==> src/rtl/uart_rx_fifo.sv <==
// 8N1 UART receiver with 16x oversampling, feeding a show-ahead byte FIFO.
// Sticky framing-error and overflow flags are cleared by clr_err_i; a coincident event wins.
module uart_rx_fifo #(
    parameter int unsigned ClockFrequency = 50_000_000,
    parameter int unsigned BaudRate       = 115_200,
    parameter int unsigned FifoDepth      = 8
) (
    input  logic                         clk_sys_i,
    input  logic                         rst_sys_ni,
    input  logic                         rx_i,
    output logic [7:0]                   rx_data_o,
    output logic                         rx_valid_o,
    input  logic                         rx_ready_i,
    output logic [$clog2(FifoDepth):0]   fifo_level_o,
    output logic                         frame_err_o,
    output logic                         overflow_o,
    input  logic                         clr_err_i
);

    localparam int unsigned ClksRaw     = (ClockFrequency + 8 * BaudRate) / (16 * BaudRate);
    localparam int unsigned ClksPerTick = (ClksRaw < 1) ? 1 : ClksRaw;
    localparam int unsigned TickW       = (ClksPerTick > 1) ? $clog2(ClksPerTick) : 1;
    localparam int unsigned PtrW        = $clog2(FifoDepth);
    localparam int unsigned LvlW        = PtrW + 1;
    localparam logic [TickW-1:0] TickMax = TickW'(ClksPerTick - 1);
    localparam logic [LvlW-1:0]  LvlFull = LvlW'(FifoDepth);

    typedef enum logic [2:0] {IDLE, START, DATA, STOP, BREAK} state_e;

    logic [1:0]       sync_q;
    logic             rxs;
    logic [TickW-1:0] tick_cnt_q;
    logic             tick;
    state_e           state_q;
    logic [3:0]       sub_cnt_q;
    logic [2:0]       bit_cnt_q;
    logic [7:0]       shift_q;
    logic             push_q;
    logic             frame_err_q;

    assign rxs  = sync_q[1];
    assign tick = (tick_cnt_q == TickMax);

    always_ff @(posedge clk_sys_i or negedge rst_sys_ni) begin
        if (!rst_sys_ni) begin
            sync_q <= 2'b11;
        end else begin
            sync_q <= {sync_q[0], rx_i};
        end
    end

    // Restarting on the falling edge aligns ticks to the start bit.
    always_ff @(posedge clk_sys_i or negedge rst_sys_ni) begin
        if (!rst_sys_ni) begin
            tick_cnt_q <= '0;
        end else if ((state_q == IDLE && !rxs) || tick) begin
            tick_cnt_q <= '0;
        end else begin
            tick_cnt_q <= tick_cnt_q + 1'b1;
        end
    end

    always_ff @(posedge clk_sys_i or negedge rst_sys_ni) begin
        if (!rst_sys_ni) begin
            state_q     <= IDLE;
            sub_cnt_q   <= '0;
            bit_cnt_q   <= '0;
            shift_q     <= '0;
            push_q      <= 1'b0;
            frame_err_q <= 1'b0;
        end else begin
            push_q <= 1'b0;
            if (clr_err_i) begin
                frame_err_q <= 1'b0;
            end
            case (state_q)
                IDLE: begin
                    if (!rxs) begin
                        state_q   <= START;
                        sub_cnt_q <= '0;
                    end
                end
                START: begin
                    if (tick) begin
                        if (sub_cnt_q == 4'd7) begin
                            sub_cnt_q <= '0;
                            if (rxs) begin
                                state_q <= IDLE;
                            end else begin
                                state_q   <= DATA;
                                bit_cnt_q <= '0;
                            end
                        end else begin
                            sub_cnt_q <= sub_cnt_q + 4'd1;
                        end
                    end
                end
                DATA: begin
                    if (tick) begin
                        sub_cnt_q <= sub_cnt_q + 4'd1;
                        if (sub_cnt_q == 4'd15) begin
                            shift_q   <= {rxs, shift_q[7:1]};
                            bit_cnt_q <= bit_cnt_q + 3'd1;
                            if (bit_cnt_q == 3'd7) begin
                                state_q <= STOP;
                            end
                        end
                    end
                end
                STOP: begin
                    if (tick) begin
                        sub_cnt_q <= sub_cnt_q + 4'd1;
                        if (sub_cnt_q == 4'd15) begin
                            if (rxs) begin
                                push_q  <= 1'b1;
                                state_q <= IDLE;
                            end else begin
                                frame_err_q <= 1'b1;
                                state_q     <= BREAK;
                            end
                        end
                    end
                end
                BREAK: begin
                    if (rxs) begin
                        state_q <= IDLE;
                    end
                end
                default: state_q <= IDLE;
            endcase
        end
    end

    logic [7:0]      mem [FifoDepth];
    logic [PtrW-1:0] wr_ptr_q, rd_ptr_q, rd_ptr_nxt;
    logic [LvlW-1:0] level_q, level_nxt;
    logic            valid_q;
    logic [7:0]      data_q, data_nxt;
    logic            overflow_q;
    logic            pop, push_ok;

    assign pop     = valid_q & rx_ready_i;
    assign push_ok = push_q & ((level_q != LvlFull) | pop);

    // Head register is computed from post-update pointers; bypass the write when the new head is the slot being written.
    always_comb begin
        rd_ptr_nxt = pop ? rd_ptr_q + 1'b1 : rd_ptr_q;
        level_nxt  = level_q;
        if (push_ok && !pop) begin
            level_nxt = level_q + 1'b1;
        end else if (!push_ok && pop) begin
            level_nxt = level_q - 1'b1;
        end
        data_nxt = data_q;
        if (level_nxt != '0) begin
            if (push_ok && (wr_ptr_q == rd_ptr_nxt)) begin
                data_nxt = shift_q;
            end else begin
                data_nxt = mem[rd_ptr_nxt];
            end
        end
    end

    always_ff @(posedge clk_sys_i) begin
        if (push_ok) begin
            mem[wr_ptr_q] <= shift_q;
        end
    end

    always_ff @(posedge clk_sys_i or negedge rst_sys_ni) begin
        if (!rst_sys_ni) begin
            wr_ptr_q   <= '0;
            rd_ptr_q   <= '0;
            level_q    <= '0;
            valid_q    <= 1'b0;
            data_q     <= '0;
            overflow_q <= 1'b0;
        end else begin
            if (push_ok) begin
                wr_ptr_q <= wr_ptr_q + 1'b1;
            end
            rd_ptr_q <= rd_ptr_nxt;
            level_q  <= level_nxt;
            valid_q  <= (level_nxt != '0);
            data_q   <= data_nxt;
            if (clr_err_i) begin
                overflow_q <= 1'b0;
            end
            if (push_q && !push_ok) begin
                overflow_q <= 1'b1;
            end
        end
    end

    assign rx_data_o    = data_q;
    assign rx_valid_o   = valid_q;
    assign fifo_level_o = level_q;
    assign frame_err_o  = frame_err_q;
    assign overflow_o   = overflow_q;

endmodule
==> config.mk <==
export PLATFORM = sky130hd
export DESIGN_NAME = uart_rx_fifo
export DESIGN_NICKNAME = d
export VERILOG_FILES = /design/src/rtl/uart_rx_fifo.sv
export SDC_FILE = /design/constraint.sdc
export NUM_CORES = 1
export LEC_CHECK = 0
export BUFFER_PORTS_ARGS = -buffer_cell sky130_fd_sc_hd__buf_2
export CAP_MARGIN = 20
export CORE_MARGIN = 1
export CORE_UTILIZATION = 24
export DETAILED_ROUTE_END_ITERATION = 6
export PLACE_DENSITY = 0.47
export SYNTH_ARGS = -nofsm -noshare
export SYNTH_HDL_FRONTEND = slang
export SYNTH_SLANG_ARGS = --single-unit
==> constraint.sdc <==
create_clock -name clk_sys_i -period 3.19 [get_ports clk_sys_i]
set_input_delay 0.957 -clock clk_sys_i [delete_from_list [all_inputs] [get_ports clk_sys_i]]
set_output_delay 0.957 -clock clk_sys_i [all_outputs]
set_load 0.01 [all_outputs]
==> metrics <==
crit path DAT 2950 ps; fin crit share 84.9%; r2r worst-path depth 7; worst path bufs/invs 2; Max Root-Sink Buffers 2; Routed Antenna Nets 0; synth warn 0; clk sinks 111; RSZ-0062 raised after global routing no; slew margin rel. 39.3%; Max VDD drop 0.000359 V; CP startpoint rx_ready_i; core area 19,500 um^2; met3 routed WL 326 um; R2R Path Start rx_valid_o$_DFF_PN0_; initial drt markers 169; Seq/Total Area, Yosys 64.9%; Tmin final 2710 ps; GRT Resource Usage Total 10.6%; io pins 20; Syn Nets 321; critical path, cell by cell buf_2 -> and2_4 -> xnor2_4 -> buf_12 -> mux4_1 -> mux2_2 -> mux2_2 -> mux2_2; met1 wire length 4250 um; worst skew pair latency 360 ps; Critical Path Sink Type register; final slew viol count 0; slowest cell on the critical path mux4_1; P_leak 2.45 nW; Via Count 2,649; RePlAce Congestion 0.707; Simple-Gate Fraction of Synth Area 7.20%; highest metal used met4; Buffers on Ports 19; met2 routed WL 4900 um; remaining global-route overflow 0; DR WL/cell 15.5 um; largest family of logic cells by synthesized area multiplexers; most frequent CP cell mux2_2; Detailed Place HPWL 6460 um; Startpoint Class input port; Setup Total Neg Slack 0 ps; post-synthesis compound-gate area fraction 4.51%; kind of critical path input port to register; Synth Area in Adders 2.36%; CTS tree built; die height 143 um; clk slew on worst S/H paths 70 ps; die width 143 um; vias per cell 4.26; post-synthesis cell area 4780 um^2; CTS root buf clkbuf_16; DRC 0; Pwr Total 3.83 mW; setup bufs post-CTS 0; Avg Cell Area, Syn 15.6 um^2; row cnt 51; post_cts resized 0; CP endpoint rx_data_o[6]$_DFFE_PN0P_; H-tree levels 3; final setup fails 0; wirelength, routed 9640 um; Starting Density 24.5%; status finished, final reports clean; Fin. Hold Viols 0; Layout Area Growth over Synthesis 19.9%; vias in the first global route 2,733; cts bufs inserted 9; layout cell share with drive strength beyond 1 30.5%; Critical Path Stages 8; Worst R2R End rx_data_o[6]$_DFFE_PN0P_; Worst Path Max Fanout 10; Worst Path Required 3430 ps; register-to-register setup slack 750 ps; Post-Syn Instances 307; slowest stage delay, CP 550 ps; fin nets 366; CP delay by family, top multiplexers; Final Util 29.4%; die area 20,500 um^2; antenna violations before repair 0; Pre-antenna DRT Iters 4; ant diodes 0; hold bufs inserted after CTS 0; post-synthesis mux area share 16.2%; FMAX 369 MHz; Worst Tran Pin Value 898 ps; Synth Area in XOR/XNOR 2.78%; skew final 11.5 ps; max cap viols 0; largest net degree at the start of global routing 20; hold crit path type register to register; Power Density 669 nW/um^2; first-pass GRT wire length 15,600 um; #FFs+latches synth 111; Synth cell types 45
## cells by family (layout without fill, tap and decap cells)
kind of cell	Yosys count	in the layout
muxes	50	50
buffers and inverters	23	73
adders and majority gates	9	9
AOI/OAI and AO/OA	33	33
and+or+nand+nor	68	68
xor gates and xnor gates	13	13
DFF	111	111
## final cells by class
type	count	area, um^2
Clock buffer	9	225
Clock inverter	7	129
Fill cell	1954	13700
Inverter	15	56.3
Multi-Input combinational cell	173	1580
Sequential cell	111	3100
Tap cell	265	332
Timing Repair Buffer	42	305
## cells in the mapped netlist, drive strengths merged
| cell type | instances | area share (%) |
|---|---|---|
| a21o | 3 | 0.47 |
| nand2b | 3 | 0.39 |
| or4 | 1 | 0.16 |
| nand2 | 20 | 1.6 |
| nand4b | 1 | 0.18 |
| ha | 9 | 2.4 |
| edfxtp | 64 | 40 |
| dfstp | 2 | 1.1 |
| a2111o | 1 | 0.24 |
| o22ai | 4 | 0.52 |
| and2 | 1 | 0.18 |
| a31oi | 2 | 0.26 |
| nor3 | 6 | 0.63 |
| mux2 | 33 | 7.8 |
| buf | 3 | 0.42 |
| nand3b | 3 | 0.47 |
| nand4 | 1 | 0.13 |
| dfrtp | 45 | 24 |
| inv | 15 | 1.2 |
| nor2 | 18 | 1.4 |
| o41ai | 2 | 0.37 |
| mux2i | 1 | 0.29 |
| xor2 | 7 | 1.3 |
| o21a | 1 | 0.16 |
| clkbuf | 5 | 0.39 |
| xnor2 | 6 | 1.5 |
| a21oi | 7 | 0.73 |
| o21ai | 8 | 0.84 |
| mux4 | 16 | 8.2 |
| o21bai | 1 | 0.16 |
| o32a | 1 | 0.21 |
| nand3 | 10 | 1.0 |
| nor4 | 4 | 0.97 |
| a211oi | 1 | 0.16 |
| a21bo | 1 | 0.21 |
| a2bb2oi | 1 | 0.18 |
## through the flow
| step | cells | hold slack, ps | instance area, um^2 | setup WS, ps |
|---|---|---|---|---|
| 6_report | 622 | 358 | 5730 | 480 |
| 5_1_grt | 622 | 365 | 5730 | 417 |
| 4_1_cts | 622 | 359 | 5730 | 474 |
| 3_5_place_dp | 606 | 349 | 5370 | 82.0 |
| 3_3_place_gp | 606 | 347 | 5370 | 117 |
| 2_1_floorplan | 307 | 345 | 4780 | 223 |
## per-layer routing
metal | global-route usage [%] | vias up
li1 | - | 1252
met1 | 12.4 | 1356
met2 | 17.8 | 30
met3 | 3.29 | 11
met4 | 4.36 | 0
met5 | 0 | -
## worst min path at each step
stage | start | end | depth (start not counted)
2_1_floorplan | sync_q[0]$_DFF_PN1_ | sync_q[1]$_DFF_PN1_ | 0
5_1_grt | sync_q[0]$_DFF_PN1_ | sync_q[1]$_DFF_PN1_ | 0
3_5_place_dp | sync_q[0]$_DFF_PN1_ | sync_q[1]$_DFF_PN1_ | 0
3_3_place_gp | sync_q[0]$_DFF_PN1_ | sync_q[1]$_DFF_PN1_ | 0
4_1_cts | sync_q[0]$_DFF_PN1_ | sync_q[1]$_DFF_PN1_ | 0
6_report | sync_q[0]$_DFF_PN1_ | sync_q[1]$_DFF_PN1_ | 0
## where the power goes
part           switching, mW  internal, mW
Clock                  0.543         0.780
Sequential            0.0585          1.56
Combinational          0.475         0.415
## placed cells by master (no fill, tap or decap), types with 3 or more instances in the layout
cell       netlist  routed
a21o_1           3       3
a21oi_1          7       7
buf_12           0       3
buf_2            1      19
buf_4            0      20
bufinv_16        0       3
clkbuf_16        0       9
dfrtp_1         45      45
edfxtp_1        64      64
ha_1             9       9
inv_1           14      14
mux2_2          33      33
mux4_1           8       8
mux4_2           8       8
nand2_1         19      19
nand2b_1         3       3
nand3_1         10      10
nand3b_1         3       3
nor2_1          18      18
nor3_1           6       6
o21ai_0          7       7
o22ai_1          4       4
xnor2_1          5       5
xor2_1           7       7
## state kept, by name (all words and copies together) (netlist names)
signal        flops
tick_cnt_q        5
mem              64
sub_cnt_q         4
rx_valid_o        1
wr_ptr_q          3
frame_err_o       1
sync_q            2
rd_ptr_q          3
push_q            1
state_q           3
shift_q           8
bit_cnt_q         3
rx_data_o         8
fifo_level_o      4
overflow_o        1
(Power assumes the default switching activity.)
